[src/rtl/simulation_wrapper.sv]
// AXI-Lite controlled stream multiplier: MM2S slave loads CTRL/DATA, an internal stream
// multiplies each word by an 8-bit constant, and the S2MM slave exposes status, counters and results.

module simulation_wrapper_axil_port #(
    parameter int ADDR_W = 32,
    parameter int DATA_W = 32
) (
    input  logic                aclk,
    input  logic                aresetn,
    input  logic [ADDR_W-1:0]   awaddr,
    input  logic                awvalid,
    output logic                awready,
    input  logic [DATA_W-1:0]   wdata,
    input  logic [DATA_W/8-1:0] wstrb,
    input  logic                wvalid,
    output logic                wready,
    output logic [1:0]          bresp,
    output logic                bvalid,
    input  logic                bready,
    input  logic [ADDR_W-1:0]   araddr,
    input  logic                arvalid,
    output logic                arready,
    output logic [DATA_W-1:0]   rdata,
    output logic [1:0]          rresp,
    output logic                rvalid,
    input  logic                rready,
    output logic                wr_en,
    output logic [7:0]          wr_addr,
    output logic [DATA_W-1:0]   wr_data,
    output logic [DATA_W/8-1:0] wr_strb,
    output logic [7:0]          rd_addr,
    input  logic [DATA_W-1:0]   rd_data
);
    logic       live;
    logic       aw_pend;
    logic [7:0] aw_addr_q;
    logic       unused_addr_bits;

    // live keeps every ready low while in reset and rises on the first clock after release
    assign awready = live & ~aw_pend;
    assign wready  = live & aw_pend & ~bvalid;
    assign arready = live & ~rvalid;
    assign bresp   = 2'b00;
    assign rresp   = 2'b00;
    assign wr_en   = wvalid & wready;
    assign wr_addr = aw_addr_q;
    assign wr_data = wdata;
    assign wr_strb = wstrb;
    assign rd_addr = araddr[7:0];
    assign unused_addr_bits = ^{awaddr[ADDR_W-1:8], araddr[ADDR_W-1:8]};

    always_ff @(posedge aclk or negedge aresetn) begin
        if (!aresetn) begin
            live      <= 1'b0;
            aw_pend   <= 1'b0;
            aw_addr_q <= '0;
            bvalid    <= 1'b0;
            rvalid    <= 1'b0;
            rdata     <= '0;
        end else begin
            live <= 1'b1;
            if (awvalid && awready) begin
                aw_pend   <= 1'b1;
                aw_addr_q <= awaddr[7:0];
            end else if (wr_en) begin
                aw_pend <= 1'b0;
            end
            if (wr_en)
                bvalid <= 1'b1;
            else if (bready)
                bvalid <= 1'b0;
            if (arvalid && arready) begin
                rvalid <= 1'b1;
                rdata  <= rd_data;
            end else if (rready) begin
                rvalid <= 1'b0;
            end
        end
    end
endmodule

module simulation_wrapper #(
    parameter int ADDR_W    = 32,
    parameter int DATA_W    = 32,
    parameter int MAX_WORDS = 4
) (
    input  logic                aclk,
    input  logic                aresetn,
    input  logic [ADDR_W-1:0]   s_axi_mm2s_awaddr,
    input  logic                s_axi_mm2s_awvalid,
    output logic                s_axi_mm2s_awready,
    input  logic [DATA_W-1:0]   s_axi_mm2s_wdata,
    input  logic [DATA_W/8-1:0] s_axi_mm2s_wstrb,
    input  logic                s_axi_mm2s_wvalid,
    output logic                s_axi_mm2s_wready,
    output logic [1:0]          s_axi_mm2s_bresp,
    output logic                s_axi_mm2s_bvalid,
    input  logic                s_axi_mm2s_bready,
    input  logic [ADDR_W-1:0]   s_axi_mm2s_araddr,
    input  logic                s_axi_mm2s_arvalid,
    output logic                s_axi_mm2s_arready,
    output logic [DATA_W-1:0]   s_axi_mm2s_rdata,
    output logic [1:0]          s_axi_mm2s_rresp,
    output logic                s_axi_mm2s_rvalid,
    input  logic                s_axi_mm2s_rready,
    input  logic [ADDR_W-1:0]   s_axi_s2mm_awaddr,
    input  logic                s_axi_s2mm_awvalid,
    output logic                s_axi_s2mm_awready,
    input  logic [DATA_W-1:0]   s_axi_s2mm_wdata,
    input  logic [DATA_W/8-1:0] s_axi_s2mm_wstrb,
    input  logic                s_axi_s2mm_wvalid,
    output logic                s_axi_s2mm_wready,
    output logic [1:0]          s_axi_s2mm_bresp,
    output logic                s_axi_s2mm_bvalid,
    input  logic                s_axi_s2mm_bready,
    input  logic [ADDR_W-1:0]   s_axi_s2mm_araddr,
    input  logic                s_axi_s2mm_arvalid,
    output logic                s_axi_s2mm_arready,
    output logic [DATA_W-1:0]   s_axi_s2mm_rdata,
    output logic [1:0]          s_axi_s2mm_rresp,
    output logic                s_axi_s2mm_rvalid,
    input  logic                s_axi_s2mm_rready
);
    localparam int STRB_W = DATA_W / 8;
    localparam int IDX_W  = $clog2(MAX_WORDS);

    function automatic logic [DATA_W-1:0] apply_strb(input logic [DATA_W-1:0] old_v,
                                                     input logic [DATA_W-1:0] new_v,
                                                     input logic [STRB_W-1:0] strb);
        logic [DATA_W-1:0] r;
        r = old_v;
        for (int b = 0; b < STRB_W; b++)
            if (strb[b]) r[8*b +: 8] = new_v[8*b +: 8];
        return r;
    endfunction

    // Unsigned product reduced modulo 2^DATA_W, i.e. the low DATA_W bits
    function automatic logic [DATA_W-1:0] mul_trunc(input logic [DATA_W-1:0] a,
                                                    input logic [7:0] k);
        return a * {{(DATA_W-8){1'b0}}, k};
    endfunction

    logic                mm_wr_en, s2_wr_en;
    logic [7:0]          mm_wr_addr, s2_wr_addr, mm_rd_addr, s2_rd_addr;
    logic [DATA_W-1:0]   mm_wr_data, s2_wr_data, mm_rd_data, s2_rd_data;
    logic [STRB_W-1:0]   mm_wr_strb, s2_wr_strb;

    logic [11:0]         ctrl;
    logic [DATA_W-1:0]   data_mem   [MAX_WORDS];
    logic [DATA_W-1:0]   result_mem [MAX_WORDS];
    logic                rdy_flag;
    logic [DATA_W-1:0]   word_cnt, frame_cnt;

    logic                wr_is_data;
    logic [IDX_W-1:0]    wr_idx;
    logic [2:0]          n_eff;
    logic                trigger, rdy_set, rdy_clr;

    logic                eng_busy, stream_on;
    logic [IDX_W-1:0]    rd_ptr;
    logic [2:0]          n_snap;
    logic [7:0]          const_snap;

    logic                vld_p0, last_p0, vld_p1, last_p1;
    logic [IDX_W-1:0]    idx_p0, idx_p1;
    logic [DATA_W-1:0]   tdata_p0, prod_p1;
    logic                unused_s2_bits;

    simulation_wrapper_axil_port #(.ADDR_W(ADDR_W), .DATA_W(DATA_W)) u_mm2s (
        .aclk(aclk), .aresetn(aresetn),
        .awaddr(s_axi_mm2s_awaddr), .awvalid(s_axi_mm2s_awvalid), .awready(s_axi_mm2s_awready),
        .wdata(s_axi_mm2s_wdata), .wstrb(s_axi_mm2s_wstrb), .wvalid(s_axi_mm2s_wvalid),
        .wready(s_axi_mm2s_wready), .bresp(s_axi_mm2s_bresp), .bvalid(s_axi_mm2s_bvalid),
        .bready(s_axi_mm2s_bready), .araddr(s_axi_mm2s_araddr), .arvalid(s_axi_mm2s_arvalid),
        .arready(s_axi_mm2s_arready), .rdata(s_axi_mm2s_rdata), .rresp(s_axi_mm2s_rresp),
        .rvalid(s_axi_mm2s_rvalid), .rready(s_axi_mm2s_rready),
        .wr_en(mm_wr_en), .wr_addr(mm_wr_addr), .wr_data(mm_wr_data), .wr_strb(mm_wr_strb),
        .rd_addr(mm_rd_addr), .rd_data(mm_rd_data)
    );

    simulation_wrapper_axil_port #(.ADDR_W(ADDR_W), .DATA_W(DATA_W)) u_s2mm (
        .aclk(aclk), .aresetn(aresetn),
        .awaddr(s_axi_s2mm_awaddr), .awvalid(s_axi_s2mm_awvalid), .awready(s_axi_s2mm_awready),
        .wdata(s_axi_s2mm_wdata), .wstrb(s_axi_s2mm_wstrb), .wvalid(s_axi_s2mm_wvalid),
        .wready(s_axi_s2mm_wready), .bresp(s_axi_s2mm_bresp), .bvalid(s_axi_s2mm_bvalid),
        .bready(s_axi_s2mm_bready), .araddr(s_axi_s2mm_araddr), .arvalid(s_axi_s2mm_arvalid),
        .arready(s_axi_s2mm_arready), .rdata(s_axi_s2mm_rdata), .rresp(s_axi_s2mm_rresp),
        .rvalid(s_axi_s2mm_rvalid), .rready(s_axi_s2mm_rready),
        .wr_en(s2_wr_en), .wr_addr(s2_wr_addr), .wr_data(s2_wr_data), .wr_strb(s2_wr_strb),
        .rd_addr(s2_rd_addr), .rd_data(s2_rd_data)
    );

    assign unused_s2_bits = ^{s2_wr_data[DATA_W-1:1], s2_wr_strb[STRB_W-1:1]};

    always_comb begin
        wr_is_data = 1'b0;
        wr_idx     = '0;
        for (int i = 0; i < MAX_WORDS; i++) begin
            if (mm_wr_addr == 8'(4 + 4*i)) begin
                wr_is_data = 1'b1;
                wr_idx     = IDX_W'(i);
            end
        end
    end

    // Word counts above MAX_WORDS saturate; zero never starts a frame
    assign n_eff   = (ctrl[10:8] > 3'(MAX_WORDS)) ? 3'(MAX_WORDS) : ctrl[10:8];
    assign trigger = mm_wr_en && wr_is_data && ctrl[11] && !eng_busy &&
                     (n_eff != 3'd0) && (3'(wr_idx) == n_eff - 3'd1);
    assign rdy_set = vld_p1 && last_p1;
    assign rdy_clr = s2_wr_en && (s2_wr_addr == 8'h00) && s2_wr_strb[0] && s2_wr_data[0];

    always_comb begin
        mm_rd_data = '0;
        if (mm_rd_addr == 8'h00)
            mm_rd_data = {{(DATA_W-12){1'b0}}, ctrl};
        for (int i = 0; i < MAX_WORDS; i++)
            if (mm_rd_addr == 8'(4 + 4*i)) mm_rd_data = data_mem[i];
    end

    always_comb begin
        s2_rd_data = '0;
        case (s2_rd_addr)
            8'h00:   s2_rd_data = {{(DATA_W-1){1'b0}}, rdy_flag};
            8'h04:   s2_rd_data = word_cnt;
            8'h08:   s2_rd_data = frame_cnt;
            default: s2_rd_data = '0;
        endcase
        for (int i = 0; i < MAX_WORDS; i++)
            if (s2_rd_addr == 8'(12 + 4*i)) s2_rd_data = result_mem[i];
    end

    always_ff @(posedge aclk or negedge aresetn) begin
        if (!aresetn) begin
            ctrl <= '0;
            for (int i = 0; i < MAX_WORDS; i++) data_mem[i] <= '0;
        end else if (mm_wr_en) begin
            if (mm_wr_addr == 8'h00) begin
                if (mm_wr_strb[0]) ctrl[7:0]  <= mm_wr_data[7:0];
                if (mm_wr_strb[1]) ctrl[11:8] <= mm_wr_data[11:8];
            end
            if (wr_is_data)
                data_mem[wr_idx] <= apply_strb(data_mem[wr_idx], mm_wr_data, mm_wr_strb);
        end
    end

    // Stage p0: stream source reads DATA[rd_ptr]
    always_ff @(posedge aclk or negedge aresetn) begin
        if (!aresetn) begin
            eng_busy   <= 1'b0;
            stream_on  <= 1'b0;
            rd_ptr     <= '0;
            n_snap     <= '0;
            const_snap <= '0;
            vld_p0     <= 1'b0;
            last_p0    <= 1'b0;
            idx_p0     <= '0;
            vld_p1     <= 1'b0;
            last_p1    <= 1'b0;
            idx_p1     <= '0;
        end else begin
            if (trigger) begin
                eng_busy   <= 1'b1;
                stream_on  <= 1'b1;
                rd_ptr     <= '0;
                n_snap     <= n_eff;
                const_snap <= ctrl[7:0];
            end else begin
                if (stream_on) begin
                    rd_ptr <= rd_ptr + 1'b1;
                    if (3'(rd_ptr) == n_snap - 3'd1) stream_on <= 1'b0;
                end
                if (rdy_set) eng_busy <= 1'b0;
            end
            vld_p0  <= stream_on;
            last_p0 <= stream_on && (3'(rd_ptr) == n_snap - 3'd1);
            idx_p0  <= rd_ptr;
            vld_p1  <= vld_p0;
            last_p1 <= last_p0;
            idx_p1  <= idx_p0;
        end
    end

    // Stage p1: multiply by the snapshotted constant
    always_ff @(posedge aclk) begin
        tdata_p0 <= data_mem[rd_ptr];
        prod_p1  <= mul_trunc(tdata_p0, const_snap);
    end

    // Stage p2: capture result, update status and statistics
    always_ff @(posedge aclk or negedge aresetn) begin
        if (!aresetn) begin
            rdy_flag  <= 1'b0;
            word_cnt  <= '0;
            frame_cnt <= '0;
            for (int i = 0; i < MAX_WORDS; i++) result_mem[i] <= '0;
        end else begin
            if (vld_p1) result_mem[idx_p1] <= prod_p1;
            if (rdy_set) begin
                rdy_flag  <= 1'b1;
                word_cnt  <= word_cnt + {{(DATA_W-3){1'b0}}, n_snap};
                frame_cnt <= frame_cnt + 1'b1;
            end else if (rdy_clr) begin
                rdy_flag <= 1'b0;
            end
        end
    end
endmodule

[config.mk]
export PLATFORM = sky130hd
export DESIGN_NAME = simulation_wrapper
export DESIGN_NICKNAME = d
export VERILOG_FILES = /design/src/rtl/simulation_wrapper.sv
export SDC_FILE = /design/constraint.sdc
export NUM_CORES = 1
export LEC_CHECK = 0
export ABC_CLOCK_PERIOD_IN_PS = 5000
export CAP_MARGIN = 20
export CORE_MARGIN = 1.5
export CORE_UTILIZATION = 35
export CTS_CLUSTER_SIZE = 28
export DETAILED_ROUTE_END_ITERATION = 16
export DONT_BUFFER_PORTS = 1
export PLACE_DENSITY = 0.49
export SETUP_SLACK_MARGIN = 0.3
export SYNTH_ARGS = -nofsm -noshare
export SYNTH_HDL_FRONTEND = slang
export SYNTH_SLANG_ARGS = --single-unit
[constraint.sdc]
create_clock -name aclk -period 5 [get_ports aclk]
set_input_delay 1 -clock aclk [delete_from_list [all_inputs] [get_ports aclk]]
set_output_delay 1 -clock aclk [all_outputs]
set_load 0.03 [all_outputs]
# Yosys cells after proc, flatten, opt, wreduce, memory -nomap -nowiden
# Cells that the tools add are included.
[op_classes] n_shift=0 multipliers=1 eq_ne=16 n_reduce_logical=34 n_div=0 order_cmp=6 addsub=5 bitwise=19 muxes=63
[ops] operator="$mux 32" count=14
[ops] operator="$bwmux 128" count=2
[ops] operator="$bmux 32 s2" count=2
[ops] operator="$demux 32 s2" count=2
[ops] operator="$mux 8" count=12
[ops] operator="$pmux 32 s3" count=1
[ops] operator="$eq 8x4->1 const B" count=6
[ops] operator="$eq 8x5->1 const B" count=5
[ops] operator="$add 32x1->32 const B" count=1
[ops] operator="$add 32x3->32" count=1
[ops] operator="$logic_not 8->1" count=4
[ops] operator="$mul 32x8->32" count=1
[ops] operator="$eq 8x3->1 const B" count=3
[ops] operator="$mux 1" count=24
[ops] operator="$reduce_bool 2->1" count=9
[ops] operator="$logic_and 1x1->1" count=16
[ops] operator="$mux 12" count=1
[ops] operator="$and 1x1->1" count=10
[ops] operator="$ge 3x3->1 const B" count=3
[ops] operator="$not 2->3" count=3
[ops] operator="$mux 2" count=4
[ops] operator="$eq 2x3->1" count=2
[ops] operator="$lt 3x1->1 const B" count=2
[ops] operator="$not 1->1" count=6
[ops] operator="8 further kinds" count=10
[totals] mem_count=0 romBits=0 wordCells=181 output_inout_bits=82 latchBits=0 ff_bits=507 ram_bits=0 in_bits=212

# Depth between registers and ports, before layout
[depth] ltp_word=12 depth_mapped=21 depth_no_buf=19

# Cells and area by module
# From an unflattened synthesis, not the netlist that was laid out.
[hier_totals] hier_cells=2572 hier_area_um2=29704.7
[modules_own_cells] mod="simulation_wrapper" cells_per_inst=2270 area_each_um2=25385.6 seq_area_each_um2=10189.8 n_inst=1
[modules_own_cells] mod="simulation_wrapper_axil_port" cells_per_inst=151 area_each_um2=2159.6 seq_area_each_um2=1101.1 n_inst=2

# Worst setup path after synthesis
# Ideal clock, no wire load.
[synth_path] path_kind="flip-flop to flip-flop" start="register const_snap[4]" end="register prod_p1[30]" synth_period_minus_slack_ps=4908 path_buffers=2 t_required_ps=4928 stages_incl_launch_ff=20 setup_time_ps=72 arrival_time_ps=4836 setup_slack_ps=92 path_cell_list="dfrtp_1 clkbuf_1 clkbuf_1 nand2_1 fa_1 fa_1 inv_1 fa_1 inv_1 fa_1 inv_1 ha_1 nor2b_1 a311oi_1 a21oi_1 a31oi_1 o211a_1 nor3_1 a221oi_1 xnor2_1"
[synth_via] elab_chain_cells=1
[synth_rtl] element="start: declaration" line="162" source="logic [7:0] const_snap;"
[synth_rtl] element="start signal: assignment" line="267" source="const_snap <= ctrl[7:0];"
[synth_rtl] element="$mul 32x8->32" line="140" source="return a * {{(DATA_W-8){1'b0}}, k};"
[synth_rtl] element="end signal: assignment" line="287" source="prod_p1 <= mul_trunc(tdata_p0, const_snap);"
[synth_rtl] element="end: declaration" line="166" source="logic [DATA_W-1:0] tdata_p0, prod_p1;"
# Every way passes these cells.
# A chain may end at the register's enable or synchronous reset.

# Worst setup path after layout
[layout_path] start="register const_snap[2]" end="register prod_p1[29]"
# Same word-level chain as after synthesis.

==> results.json <==
{
  "crit_type": "reg2reg",
  "synth_top_family_by_area": "adder cells",
  "top_usage_layer": "met2",
  "max-vdd-ir-drop_mv": 0.285,
  "synth_cell_type_count": 64,
  "clock_skew_ps": 34.6,
  "grt_start_max_net_pins": 444,
  "clock_latency_ps": 630,
  "worst-endpoint-arrival_ps": 5400,
  "rsz0062_at_grt": "true",
  "place_hpwl_um": 49600,
  "vias": 19500,
  "synth-compound-area-share_pct": 11.4,
  "setup_viol": 0,
  "ys_seq_area_share_pct": 43.4,
  "ctsHoldBuffers": 0,
  "gr-usage-met1_pct": 24.7,
  "rows": 104,
  "place_inst": 3630,
  "crit_path_start_kind": "register",
  "core_area_um2": 80500,
  "grt_antenna_before_repair": 1,
  "first_pass_iters": 5,
  "worstPathMaxFanout": 7,
  "port_buffers": 0,
  "die_area_um2": 83100,
  "wl_per_cell_um": 19.9,
  "hold_viol": 0,
  "worstHoldPathType": "in2async",
  "die_h_um": 288,
  "crit_chain": "buf_12 -> buf_12 -> and2_4 -> fa_1 -> fa_1 -> fa_1 -> fa_2 -> ha_1 -> and3_4 -> and2_4 -> a221oi_4 -> nand2_1 -> o211ai_1 -> o211ai_1 -> buf_4 -> buf_4 -> buf_4 -> a21oi_2",
  "finalMaxSlewViolations": 0,
  "fmax_mhz": 206,
  "initialDrtViolationCount": 1129,
  "grt_pass1_wl_um": 120000,
  "drive_gt1_share_pct": 21.3,
  "worst_pin_slew_ps": 1250,
  "htreeDepth": 2,
  "clk_pin_slew_worst_paths_ps": 60,
  "instances_no_fill": 3769,
  "fin_ws_ps": 142,
  "muxShareOfSynthArea_pct": 12.3,
  "synth-main-ff-cell": "dfrtp_1",
  "initial_core_util_pct": 35.4,
  "track_usage_pct": 18.3,
  "cp_slowest_cell": "fa_2",
  "drcViolationCount": 0,
  "yosys.area_share.adder_pct": 13.1,
  "nNetsFinal": 3076,
  "routed_via_density": 5.17,
  "synthCells": 2618,
  "grtUsageMet2_pct": 30.3,
  "grt.overflow.total": 0,
  "syn_area_um2": 28500,
  "leakagePower_nw": 14.7,
  "synth_xor_area_share_pct": 3.23,
  "post-place-ws_ps": -136,
  "reg2reg_depth": 18,
  "met3_usage_pct": 3.31,
  "critPathRequiredTime_ps": 5540,
  "clockBufferDepth": 3,
  "antenna_cells": 0,
  "ys_async_sr_fraction_pct": 87.4,
  "fin_crit_sh_pct": 97.2,
  "ys_warn_count": 0,
  "slowest_delay_ps": 620,
  "synth_edf_count": 0,
  "relSlewSlack_pct": 16.5,
  "ios": 294,
  "routed_wirelength_um": 75100,
  "clock_sinks": 507,
  "ant_nets": 0,
  "maxCapViolations": 0,
  "cts_tree": "done",
  "synth-simple-area-share_pct": 12.2,
  "grt_pass1_vias": 20700,
  "status": "finished clean",
  "fp.dieW_um": 288,
  "area_growth_pct": 14.8,
  "cts_buffers": 57,
  "clock-root-buffer": "clkbuf_16",
  "routabilityCongestion": 0.784,
  "syn_area_per_cell_um2": 10.9,
  "fin_crit_ps": 4860,
  "ys_seq_elements": 507,
  "cellPowerDensity_nw_per_um2": 295,
  "end_kind": "register"
}
-- metal layers --
layer	up-vias	share of wire [%]
li1	9093	-
met1	9841	45
met2	437	48
met3	112	4.8
met4	0	2.2
met5	-	0
-- cell usage after synthesis, drive strengths merged, types with 28 or more instances --
library cell,count,area (um2)
xnor2,77,674
inv,150,563
clkbuf,110,413
dfrtp,443,11100
nor2,57,250
mux2,195,2210
buf,36,219
mux2i,52,554
a221oi,67,587
a221o,41,410
dfxtp,64,1280
fa,157,3140
a22oi,43,368
a21oi,33,176
mux4,33,743
xor2,28,245
nand2,363,1370
and2,174,1090
nand3,36,185
ha,47,588
o21ai,287,1470
-- worst max-delay path, delay by kind of cell (launching register included) --
| family | cells | cell delay, ps |
|---|---|---|
| simple gates | 4 | 570 |
| buf+inv | 5 | 670 |
| compound gates | 4 | 830 |
| fa+ha+maj | 5 | 2290 |
| flops | 1 | 410 |
-- kinds of logic (layout without fill, tap and decap cells) --
| group | Yosys count | after routing |
|---|---|---|
| flops | 507 | 507 |
| mux | 280 | 280 |
| simple gates | 719 | 719 |
| compound gates | 502 | 502 |
| xor+xnor | 105 | 105 |
| other cells | 2 | 9 |
| fa+ha+maj | 204 | 204 |
| buf+inv | 299 | 383 |
-- power by group --
part | switching (mW) | total, mW | leakage (nW) | internal (mW)
logic | 0.375 | 0.707 | 7.17 | 0.332
clock network | 1.75 | 4.31 | 0.964 | 2.56
registers | 0.286 | 4.63 | 6.60 | 4.35
-- sequential cells by signal, indices dropped and copies added, names as in the netlist, 2 cells and up --
| signal | count |
|---|---|
| data_mem | 128 |
| result_mem | 128 |
| frame_cnt | 32 |
| prod_p1 | 32 |
| tdata_p0 | 32 |
| u_mm2s.rdata | 32 |
| u_s2mm.rdata | 32 |
| word_cnt | 32 |
| ctrl | 12 |
| const_snap | 8 |
| u_mm2s.wr_addr | 8 |
| u_s2mm.wr_addr | 8 |
| n_snap | 3 |
| idx_p0 | 2 |
| idx_p1 | 2 |
| rd_ptr | 2 |
-- cell type report --
cell class	instances	area, um2
fill	7702	47900
multi-input combinational	1819	15300
sequential	507	12400
clock buffer	86	1700
tap	1060	1330
timing repair buffer	122	1110
inverter	153	574
clock inverter	22	279
-- cell usage in the layout (no fill, tap or decap), drive strengths merged, types with 43 or more instances in the layout --
cell type,n
dfrtp,443
xnor2,77
fa,157
nand2,363
inv,151
buf,122
and2,174
mux2i,52
nor2,57
o21ai,287
dfxtp,64
mux2,195
a22oi,43
a221oi,67
clkbuf,86
ha,47
-- path summary, 6_finish.rpt --
| path | start | slack (ps) | to |
|---|---|---|---|
| min in group aclk | last_p0 | 350 | last_p1 |
| worst min register to register | last_p0 | 350 | last_p1 |
| worst min-delay path | aresetn | 70 | u_s2mm.rdata[9] |
| worst max register to register | const_snap[2] | 140 | prod_p1[29] |
| worst max-delay path | const_snap[2] | 140 | prod_p1[29] |
| max in group asynchronous | aresetn | 3900 | u_mm2s.rdata[18] |
-- timing repair --
action                                  in CTS  in global routing
endpoints found under the setup margin      12                 13
cloned                                       3                  0
setup buffers                               17                  9
pin swaps                                   48                 42
gates resized for setup                     58                 41
-- through the flow --
step | cell area, um2 | power (mW) | hold slack (ps) | util [%] | setup TNS, ps
final | 32700 | 9.65 | 70.0 | 40.6 | 0
after global routing | 32700 | 10.1 | 30.9 | 40.6 | -76.5
after CTS | 32400 | 9.78 | 48.0 | 40.2 | 0
after detailed placement | 30000 | 5.41 | 336 | 37.3 | -136
after global placement | 30000 | 5.36 | 335 | 37.3 | -115
after floorplan | 28500 | 5.18 | 331 | - | 0
Power figures use the tool's default switching activity.
